==> src/rtl/switch_pkg.sv <==
// Shared constants and FSM encoding for the switch egress port readers.
package switch_pkg;

  localparam int PAD_GRAN = 64;
  localparam int LEN_W    = 12;
  localparam int PTR_W    = 16;
  localparam int CNT_W    = 13;

  typedef enum logic [2:0] {
    ST_IDLE,
    ST_PTR_LAT,
    ST_WAIT_RDY,
    ST_DATA,
    ST_GAP
  } tx_state_t;

endpackage

==> src/rtl/switch_port_tx.sv <==
// Egress reader for one switch port: pops a pointer, drains the padded frame
// from the data FIFO and emits the payload bytes without header or padding.
//
// state    | meaning
// ---------+-------------------------------------------------------------
// IDLE     | wait for a pointer, issue the pointer pop
// PTR_LAT  | pointer word at the FIFO head; latch len, derive pad_len
// WAIT_RDY | wait for tx_rdy (frames with len <= 2 skip the wait)
// DATA     | pop the data FIFO for pad_len consecutive cycles
// GAP      | inter-frame idle before the next pointer pop
module switch_port_tx
  import switch_pkg::*;
#(
  parameter int IFG = 12
) (
  input  logic             clk,
  input  logic             rstn,
  input  logic             ptr_fifo_empty,
  input  logic [PTR_W-1:0] ptr_fifo_dout,
  output logic             ptr_fifo_rd,
  output logic             data_fifo_rd,
  input  logic [7:0]       data_fifo_dout,
  input  logic             tx_rdy,
  output logic             tx_sof,
  output logic             tx_eof,
  output logic             tx_dv,
  output logic [7:0]       tx_data,
  output logic             hdr_err,
  output logic             drop
);

  // GAP covers IFG-1 cycles; the IDLE cycle that follows is the last idle one.
  localparam logic [CNT_W-1:0] GAP_LOAD = CNT_W'(IFG > 1 ? IFG - 1 : 0);

  tx_state_t        state;
  logic [LEN_W-1:0] len_q;
  logic [CNT_W-1:0] pad_len;
  logic [CNT_W-1:0] rd_cnt;
  logic [CNT_W-1:0] gap_cnt;
  logic             short_q;

  logic [LEN_W-1:0] ptr_len;
  logic [CNT_W-1:0] pad_calc;
  logic             unused_ptr_bits;

  logic             rd_q;
  logic [CNT_W-1:0] k;
  logic [3:0]       hdr_hi;

  assign ptr_len         = ptr_fifo_dout[LEN_W-1:0];
  assign unused_ptr_bits = ^ptr_fifo_dout[PTR_W-1:LEN_W];

  always_comb begin
    pad_calc = ({1'b0, ptr_len} + CNT_W'(PAD_GRAN - 1)) & ~CNT_W'(PAD_GRAN - 1);
    if (ptr_len == '0) pad_calc = CNT_W'(PAD_GRAN);
  end

  always_ff @(posedge clk or negedge rstn) begin
    if (!rstn) begin
      state        <= ST_IDLE;
      ptr_fifo_rd  <= 1'b0;
      data_fifo_rd <= 1'b0;
      drop         <= 1'b0;
      len_q        <= '0;
      pad_len      <= '0;
      short_q      <= 1'b0;
      rd_cnt       <= '0;
      gap_cnt      <= '0;
    end else begin
      ptr_fifo_rd <= 1'b0;
      drop        <= 1'b0;
      case (state)
        ST_IDLE: begin
          if (!ptr_fifo_empty) begin
            ptr_fifo_rd <= 1'b1;
            state       <= ST_PTR_LAT;
          end
        end
        ST_PTR_LAT: begin
          len_q   <= ptr_len;
          pad_len <= pad_calc;
          short_q <= (ptr_len <= LEN_W'(2));
          state   <= ST_WAIT_RDY;
        end
        ST_WAIT_RDY: begin
          if (tx_rdy || short_q) begin
            data_fifo_rd <= 1'b1;
            rd_cnt       <= '0;
            drop         <= short_q;
            state        <= ST_DATA;
          end
        end
        ST_DATA: begin
          if (rd_cnt == pad_len - CNT_W'(1)) begin
            data_fifo_rd <= 1'b0;
            if (IFG > 1) begin
              gap_cnt <= GAP_LOAD;
              state   <= ST_GAP;
            end else begin
              state <= ST_IDLE;
            end
          end else begin
            rd_cnt <= rd_cnt + CNT_W'(1);
          end
        end
        ST_GAP: begin
          gap_cnt <= gap_cnt - CNT_W'(1);
          if (gap_cnt == CNT_W'(1)) state <= ST_IDLE;
        end
        default: state <= ST_IDLE;
      endcase
    end
  end

  // k is the index of the byte currently on data_fifo_dout; it restarts
  // whenever the read stream has a hole, which always separates frames.
  always_ff @(posedge clk or negedge rstn) begin
    if (!rstn) begin
      rd_q    <= 1'b0;
      k       <= '0;
      hdr_hi  <= '0;
      hdr_err <= 1'b0;
      tx_dv   <= 1'b0;
      tx_sof  <= 1'b0;
      tx_eof  <= 1'b0;
      tx_data <= '0;
    end else begin
      rd_q    <= data_fifo_rd;
      hdr_err <= 1'b0;
      tx_dv   <= 1'b0;
      tx_sof  <= 1'b0;
      tx_eof  <= 1'b0;
      tx_data <= '0;
      if (rd_q) k <= k + CNT_W'(1);
      else      k <= '0;
      if (rd_q) begin
        if (k == CNT_W'(0)) begin
          hdr_hi <= data_fifo_dout[7:4];
        end else if (k == CNT_W'(1)) begin
          hdr_err <= ({hdr_hi, data_fifo_dout} != len_q);
        end else if (k < {1'b0, len_q}) begin
          tx_dv   <= 1'b1;
          tx_data <= data_fifo_dout;
          tx_sof  <= (k == CNT_W'(2));
          tx_eof  <= (k == {1'b0, len_q} - CNT_W'(1));
        end
      end
    end
  end

endmodule

==> config.mk <==
export PLATFORM = sky130hd
export DESIGN_NAME = switch_port_tx
export DESIGN_NICKNAME = d
export VERILOG_FILES = /design/src/rtl/switch_pkg.sv /design/src/rtl/switch_port_tx.sv
export SDC_FILE = /design/constraint.sdc
export NUM_CORES = 1
export LEC_CHECK = 0
export ABC_AREA = 1
export CAP_MARGIN = 20
export CORE_AREA = 2 2 101 103
export CTS_CLUSTER_SIZE = 14
export DETAILED_ROUTE_END_ITERATION = 12
export DIE_AREA = 0 0 103 105
export GPL_ROUTABILITY_DRIVEN = 0
export PLACE_DENSITY = 0.86
export REMOVE_ABC_BUFFERS = 1
export SYNTH_ARGS = -nofsm -noshare
export SYNTH_HDL_FRONTEND = slang
export SYNTH_SLANG_ARGS = --single-unit
==> constraint.sdc <==
create_clock -name clk -period 1.74 [get_ports clk]
set_input_delay 0.261 -clock clk [delete_from_list [all_inputs] [get_ports clk]]
set_output_delay 0.261 -clock clk [all_outputs]
set_load 0.005 [all_outputs]
==> out/results.tsv, run 1 <==
stage	metric	value	unit
power	ir_drop	0.4600	mV
power	total_leakage_power	3.264	nW
logic_synthesis	synth-compound-area-share	0.06906	
critical_path	start_kind	flop	
sta	worst_pin_slew	0.4845	ns
critical_path	rrSetupSlack	-0.03	ns
sta	rsz0062_at_grt	yes	
placement	portBuffers	38	
logic_synthesis	ys_ff_latch	82	
drt	via_per_inst	5.363	
power	finalPower	3.640	mW
floorplanning	die_area	0.01082	mm²
finish	area_growth	26.76	%
clocking	cts_tree	yes	
logic_synthesis	synth_top_family_by_area	simple AND/OR/NAND/NOR gates	
logic_synthesis	syn-mean-instance-area	7.242	µm²
critical_path	r2r-start	rd_cnt[1]	
status	status	finished with violations	
finish	drive_above_1_share	0.1686	
clocking	cts.reportedPaths.clkPinSlew	0.08	ns
drt	postRouteAntennaNets	0	
floorplanning	fp.dieH	105	µm
sta	fmax	0.5655	GHz
sta	finClkSkew	0.01053	ns
global_route	grt_pass1_wl	21.55	mm
logic_synthesis	synth_warnings	0	
sta	holdWs	0.4080	ns
drt	wl_per_cell	14.20	µm
floorplanning	placementRows	36	
critical_path	r2r_cells	8	
logic_synthesis	post_synth_xor_area_fraction	0.06411	
critical_path	worstPathArrival	2.06	ns
logic_synthesis	yosys-top-cells-area	dfrtp_1, nand2_1, inv_1	
floorplanning	design.core.area	0.009639	mm²
clocking	cts_buffer_depth	2	
logic_synthesis	synthDistinctLibCells	32	
worst_hold_path	hold_path_class	in2async	
critical_path	path_max_fanout	4	
drt	first_iter_violations	281	
sta	setup_slack	-0.02828	ns
clocking	clockRootBuffer	clkbuf_8	
clocking	cts_buffers	9	
sta	slew_headroom	0.6770	
drt	drc	0	
logic_synthesis	synth_fa_ha_area_frac	0.05198	
clocking	clk_latency	0.36	ns
sta	layout_min_cycle_time	1.768	ns
finish	stdcell_area	0.006407	mm²
global_route	grt_pass1_vias	4988	
global_route	gr-total-overflow	0	
sta	finalMaxSlewViolations	0	
drt	wl	13.18	mm
global_route	grt_start_max_net_pins	38	
logic_synthesis	synthMuxAreaShare	0	
critical_path	required	2.03	ns
critical_path	end_kind	flop	
sta	final-hold-violation-count	0	
logic_synthesis	synthArstFlopShare	1.000	
placement	place_hpwl	9.352	mm
floorplanning	ios	43	
logic_synthesis	yosys.area_share.simple	0.3220	
finish	num_antenna_cells	0	
logic_synthesis	syn_area	0.005055	mm²
logic_synthesis	netlist.area_leader.share	0.4059	
power	powerDensity	568.1	mW/mm²
placement	placed_area	0.005943	mm²
placement	dp_slack	-0.1032	ns
run	drv_cap	0	
global_route	antenna_found_initial	0	
drt	via_count	4977	
floorplanning	die_w	103	µm
logic_synthesis	ys_seq_area_frac	0.4059	
logic_synthesis	post-synth-top-area-cell	dfrtp_1	
clocking	cts_sinks	82	
critical_path	r2r-end	rd_cnt[12]	
sta	fin_setup_tns	-0.04477	ns
status	violations	setup timing	
drt	first_pass_iters	5	
logic_synthesis	ys.flop_type	dfrtp_1	
sta	timing.final.crit_share	1.016	
floorplanning	start_util	0.5244	
logic_synthesis	synth_edf_count	0	
sta	setup_viol	2	
finish	nets	839	
critical_path	path_class	reg2reg	
finish	layout_commonest_cell	nand2_1	
finish	final_cell_mix	nand2_1, inv_1, dfrtp_1	
logic_synthesis	netlist_instances	698	
global_route	grtUsageTotal	0.2482	
clocking	h-tree-depth	3	
[area by class of cell]
class	count	area (µm²)
inverter	102	386.6
fill	761	3232
clock inverter	4	76.32
clock buffer	12	135.1
multi-input combinational	503	2770
tap	133	166.4
timing repair buffer	92	815.8
sequential	82	2057
[power breakdown]
group | internal (mW) | total [mW] | leakage (nW) | switching [mW]
sequential | 1.92 | 1.93 | 0.952 | 0.00712
clock | 0.813 | 1.51 | 0.101 | 0.696
combinational | 0.103 | 0.205 | 2.21 | 0.102
[per-layer routing]
layer,up-vias,global-route usage,part of all wire
met5,-,0,0
met2,200,0.4318,0.51
met3,52,0.04950,0.046
met4,0,0.1231,0.042
met1,2334,0.2836,0.40
li1,2391,-,-
[stage by stage]
stage / std cells / util
after CTS: 926 / 0.6473
after floorplan: 687 / -
after global routing: 928 / 0.6647
after detailed placement: 908 / 0.6166
final: 928 / 0.6647
after global placement: 908 / 0.6166
[what timing repair did]
action	in CTS	in global routing
resized for setup	20	49
cloned	1	0
hold buffers	1	0
setup endpoints to repair	38	42
hold endpoints to repair	33	0
buffers inserted	0	2
pin swaps	6	11
[synthesized netlist by cell type (all sizes together), types with 2 or more instances]
cell type / number
a21oi: 18
clkbuf: 6
or2: 4
a21o: 2
ha: 21
nand2: 198
xor2: 31
dfrtp: 82
o21a: 4
nor2: 84
buf: 5
xnor2: 6
nand3: 59
nand4: 19
o21ai: 34
nor3: 15
inv: 102
[cell families (layout without fill, tap and decap cells)]
kind of cell | after synthesis | count (layout)
buf+inv | 113 | 210
simple gates | 381 | 381
compound gates | 64 | 64
fa+ha+maj | 21 | 21
flops | 82 | 82
xor+xnor | 37 | 37
[state kept, by name (all words and copies together) (netlist names), 3 cells and up]
register,flops
rd_cnt,13
pad_len,7
hdr_hi,4
len_q,12
tx_data,8
k,13
state,3
gap_cnt,13
[critical path: stages, from the launching register on]
cell,delay [ns]
dfrtp_1,0.39
ha_1,0.24
nand2_1,0.09
nor2_1,0.30
nand4_1,0.22
xor2_1,0.19
nor2_1,0.10
nand3_1,0.10
nand2_1,0.08
[worst max-delay path by stage]
stage,endpoint,slack (ns),from,cells past startpoint
floorplan,gap_cnt[12],0.03,pad_len[6],11
global placement,pad_len[10],-0.03,ptr_fifo_dout[0],9
detailed placement,gap_cnt[5],-0.10,pad_len[6],12
CTS,rd_cnt[1],-0.005,pad_len[6],12
global route,rd_cnt[8],-0.12,pad_len[6],11
finish,rd_cnt[12],-0.03,rd_cnt[1],8
Note: power is estimated with default switching activity, not from simulation.
==> inputs of run 2 (changes only) <==
- CAP_MARGIN: 20 -> 10
- CELL_PAD_IN_SITES_DETAIL_PLACEMENT: not set -> 2
- CELL_PAD_IN_SITES_GLOBAL_PLACEMENT: not set -> 2
- CORE_AREA: 2 2 101 103 -> 2 2 153 118
- DIE_AREA: 0 0 103 105 -> 0 0 155 120
- PLACE_DENSITY: 0.86 -> 0.85
==> run 2 against run 1 <==
Critical endpoint is now rd_cnt[5]. Utilization is 23 points lower. First-iteration DRC count is 44% higher. Largest cell class unchanged. The flow still finishes with violations (setup timing). Sequential power hardly changed.
==> out/results.tsv, run 2 (same netlist as run 1, synthesis figures left out) <==
stage	metric	value	unit
finish	nFillCells	1924	
clocking	cts_tree	yes	
power	power_frac_comb	0.058	
drt	via_count	5810	
finish	drive_above_1_share	0.3065	
sta	setup_viol	50	
sta	finClkSkew	0.02070	ns
global_route	antenna_found_initial	0	
global_route	gr-total-overflow	0	
critical_path	critPathLaunch	pad_len[6]	
floorplanning	ios	43	
clocking	clk_latency	0.37	ns
drt	wl_per_cell	26.27	µm
clocking	cts_buffers	9	
floorplanning	design.core.area	0.01718	mm²
finish	stdcell_area	0.007443	mm²
clocking	cts_sinks	82	
sta	rsz0062_at_grt	yes	
sta	finalMaxSlewViolations	0	
drt	first_iter_violations	406	
critical_path	r2r-start	pad_len[6]	
power	ir_drop	0.3999	mV
clocking	h-tree-depth	3	
critical_path	r2r_cells	12	
sta	timing.final.crit_share	1.212	
sta	fmax	0.4743	GHz
placement	portBuffers	38	
power	switchingPower	1.057	mW
power	pwr-share-seq	0.439	
floorplanning	die_w	155	µm
critical_path	worstPathArrival	2.34	ns
power	p_int	3.338	mW
clocking	cts.reportedPaths.clkPinSlew	0.08	ns
sta	setup_slack	-0.3685	ns
finish	nets	889	
power	clock_power_share	0.503	
critical_path	end_kind	flop	
sta	layout_min_cycle_time	2.109	ns
status	violations	setup timing	
sta	slew_headroom	0.6004	
placement	place_hpwl	14.74	mm
floorplanning	die_area	0.01860	mm²
drt	first_pass_iters	5	
finish	top_regs	gap_cnt (13), k (13), rd_cnt (13)	
sta	holdWs	0.3859	ns
worst_hold_path	hold_path_class	in2async	
power	total_leakage_power	3.594	nW
global_route	grtUsageTotal	0.2570	
clocking	clockRootBuffer	clkbuf_16	
clocking	cts_buffer_depth	2	
global_route	grt_start_max_net_pins	34	
floorplanning	start_util	0.2942	
global_route	grt_pass1_vias	6171	
critical_path	path_class	reg2reg	
critical_path	r2r-end	rd_cnt[5]	
critical_path	rrSetupSlack	-0.37	ns
finish	area_growth	47.25	%
finish	final_cell_mix	nand2_1, buf_4, inv_1	
drt	drc	0	
drt	via_per_inst	5.455	
sta	worst_pin_slew	0.5949	ns
finish	layout_commonest_cell	nand2_1	
status	status	finished with violations	
finish	num_antenna_cells	0	
floorplanning	placementRows	42	
critical_path	path_max_fanout	3	
placement	placed_area	0.006275	mm²
global_route	grt_pass1_wl	36.20	mm
critical_path	start_kind	flop	
power	p_sw_frac	0.2405	
sta	final-hold-violation-count	0	
drt	postRouteAntennaNets	0	
critical_path	required	1.97	ns
power	powerDensity	590.5	mW/mm²
run	drv_cap	0	
drt	wl	27.98	mm
floorplanning	fp.dieH	120	µm
sta	fin_setup_tns	-10.95	ns
critical_path	crit_end	rd_cnt[5]	
run 2: routing by layer:
metal	track usage	vias to the layer above	routed length (µm)	part of all wire
li1	-	2483	-	-
met1	0.3226	3001	11960	0.43
met4	0.1152	0	1260	0.045
met3	0.04875	88	1276	0.046
met2	0.4306	238	13480	0.48
met5	0	-	0	0
run 2: stage by stage:
step	utilization	instances	worst slack, ns	total power, mW
finish	0.4332	1065	-0.3685	4.395
global route	0.4332	1065	-0.4316	4.506
CTS	0.4058	1050	-0.1544	4.355
detailed placement	0.3652	1023	-0.3397	2.188
global placement	0.3652	1023	-0.08168	2.180
floorplan	-	687	0.02918	2.011
run 2: worst min path at each step:
stage / startpoint / to / slack (ns) / depth (start not counted)
4_1_cts: rstn / len_q[5] / 0.37 / 2
5_1_grt: rstn / k[5] / 0.41 / 2
2_1_floorplan: rstn / data_fifo_rd / -0.03 / 0
6_report: rstn / k[6] / 0.39 / 2
3_5_place_dp: rstn / k[5] / 0.21 / 1
3_3_place_gp: rstn / k[5] / 0.20 / 1
run 2: cell type report:
cell class	count	area, µm²	area share
clock buffers	14	254.0	0.03412
clock inverters	2	60.06	0.008069
inverters	102	391.6	0.05261
multi-input cells	503	3158	0.4243
flip-flops and latches	82	2059	0.2767
well taps	220	275.3	0.03698
repair buffers	142	1245	0.1673
run 2: power by group through the flow:
stage	registers (mW)	clock network (mW)	logic (mW)
floorplan	1.96	0	0.0458
global placement	1.96	0	0.216
detailed placement	1.96	0	0.224
CTS	1.93	2.19	0.239
global route	1.93	2.30	0.272
finish	1.93	2.21	0.256
run 2: timing repair:
action,CTS,global route
hold buffers,1,0
buffers inserted,10,16
setup endpoints to repair,46,56
pin swaps,22,33
gates resized for setup,84,104
endpoints found under the hold margin,23,0
run 2: worst max-delay path, cell delays in order, from the launching register on:
cell and delay (ns):
dfrtp_1 0.38, inv_2 0.07, ha_4 0.27, xor2_2 0.19, nand2_2 0.11, nor2_2 0.14, nand2_2 0.08, nor2_4 0.16
buf_4 0.14, nand2_2 0.08, buf_4 0.16, nand4_1 0.09, nand2_1 0.11
==> inputs of run 3 (changes only) <==
- SKIP_LAST_GASP: not set -> 1
==> run 3 against run 2 <==
Worst setup slack worse by 0.063 ns. Final cell count decreased by 0.19%. Fmax is 2.9% lower. Non-clock buffer count shrank 4. Wire length is 0.69% higher. Highest routed layer unchanged. Critical path type unchanged. First-iteration DRC count down 17%. Power increased by 0.53%. The run still ends with setup timing left.
==> out/results.tsv, run 3 (same netlist as run 1, synthesis figures left out) <==
stage	metric	value	unit
drt	top_layer_used	met4	
sta	fmax	0.4605	GHz
floorplanning	placementRows	42	
floorplanning	die_w	155	µm
clocking	cts_buffers	9	
power	total_leakage_power	3.573	nW
sta	fin_setup_tns	-12.31	ns
placement	portBuffers	38	
finish	final_cell_mix	nand2_1, buf_4, inv_1	
critical_path	critPathLaunch	pad_len[6]	
status	status	finished with violations	
critical_path	path_class	reg2reg	
sta	layout_min_cycle_time	2.172	ns
global_route	grt_pass1_wl	35.81	mm
critical_path	r2r-end	rd_cnt[11]	
power	finalPower	4.418	mW
finish	regArea	0.002062	mm²
clocking	cts_tree	yes	
clocking	h-tree-depth	3	
sta	rsz0062_at_grt	yes	
sta	holdWs	0.3818	ns
finish	multiInputGateArea	0.003110	mm²
drt	drc	0	
floorplanning	fp.dieH	120	µm
global_route	grt_start_max_net_pins	34	
finish	stdcell_area	0.007370	mm²
critical_path	rrSetupSlack	-0.43	ns
finish	area_growth	45.79	%
critical_path	r2r-start	pad_len[6]	
floorplanning	start_util	0.2942	
clocking	cts_buffer_depth	2	
critical_path	crit_end	rd_cnt[11]	
placement	placed_area	0.006275	mm²
drt	first_iter_violations	339	
sta	slew_headroom	0.6797	
critical_path	path_max_fanout	7	
clocking	cts_sinks	82	
finish	top_regs	gap_cnt (13), k (13), rd_cnt (13)	
clocking	clk_latency	0.37	ns
sta	final-hold-violation-count	0	
power	powerDensity	599.5	mW/mm²
floorplanning	design.core.area	0.01718	mm²
drt	met3WireLength	1.355	mm
global_route	grtUsageTotal	0.2540	
drt	wl	28.17	mm
critical_path	start_kind	flop	
placement	place_hpwl	14.74	mm
critical_path	end_kind	flop	
finish	layout_commonest_cell	nand2_1	
critical_path	worstPathArrival	2.42	ns
drt	via_count	5797	
sta	finClkSkew	0.01519	ns
clocking	clockRootBuffer	clkbuf_16	
status	violations	setup timing	
global_route	gr-total-overflow	0	
sta	worst_pin_slew	0.4755	ns
drt	wl_met1	11.96	mm
finish	final_util	0.4289	
sta	setup_viol	52	
global_route	grt_pass1_vias	6183	
drt	postRouteAntennaNets	0	
clocking	cts.reportedPaths.clkPinSlew	0.07	ns
sta	setup_slack	-0.4318	ns
global_route	antenna_found_initial	0	
finish	nFillCells	1912	
critical_path	required	1.99	ns
floorplanning	die_area	0.01860	mm²
sta	finalMaxSlewViolations	0	
finish	drive_above_1_share	0.2803	
drt	first_pass_iters	5	
floorplanning	ios	43	
drt	wl_per_cell	26.50	µm
sta	timing.final.crit_share	1.248	
critical_path	r2r_cells	12	
finish	nets	886	
drt	wl_met2	13.67	mm
power	ir_drop	0.4616	mV
run	drv_cap	0	
drt	via_per_inst	5.453	
worst_hold_path	hold_path_class	in2async	
## run 3: how the worst min path moves through the flow
| stage | endpoint | startpoint | cells after the start | slack [ns] |
|---|---|---|---|---|
| floorplan | data_fifo_rd | rstn | 0 | -0.03 |
| global placement | k[5] | rstn | 1 | 0.20 |
| detailed placement | k[5] | rstn | 1 | 0.21 |
| CTS | len_q[5] | rstn | 2 | 0.37 |
| global route | k[5] | rstn | 2 | 0.41 |
| finish | k[5] | rstn | 2 | 0.38 |
## run 3: report_power, final
part	internal, mW	switching [mW]	leakage [nW]
Combinational	0.115	0.134	2.47
Clock	1.30	0.937	0.151
Sequential	1.92	0.00872	0.949
Total	3.34	1.08	3.57
## run 3: critical path, stage by stage (launching register included)
cell and delay (ns):
dfrtp_1 0.41, inv_2 0.09, ha_4 0.16, inv_1 0.05, nand2_1 0.10, nand2_1 0.11, xnor2_1 0.18, nand2_1 0.14
nor2_4 0.17, nand3_4 0.22, buf_8 0.23, nand3_2 0.08, nand2_1 0.09
## run 3: cell type report
class	instances	share of cell area
Timing Repair Buffer	138	0.1643
Clock buffer	14	0.03447
Tap cell	220	0.03735
Timing Repair inverter	1	0.0006791
Clock inverter	2	0.008149
Inverter	102	0.05280
Antenna cell	1	0.0003396
Multi-Input combinational cell	503	0.4221
Sequential cell	82	0.2798
## run 3: per-stage QoR
step / worst slack (ns) / instances
after detailed placement: -0.3397 / 1023
after CTS: -0.1544 / 1050
after global placement: -0.08168 / 1023
after global routing: -0.4486 / 1062
final: -0.4318 / 1063
after floorplan: 0.02918 / 687
## run 3: what timing repair did
action | 4_1_cts | 5_1_grt
gates resized for setup | 81 | 84
buffers inserted | 10 | 11
endpoints found under the setup margin | 46 | 56
pin swaps | 22 | 30
cloned | 0 | 1
hold buffers | 1 | 0
hold endpoints to repair | 23 | 0
## run 3: routing by layer
layer / global-route usage / up-vias
met5: 0 / -
met4: 0.09780 / 0
met3: 0.05020 / 79
met2: 0.4231 / 232
met1: 0.3258 / 3011
li1: - / 2475
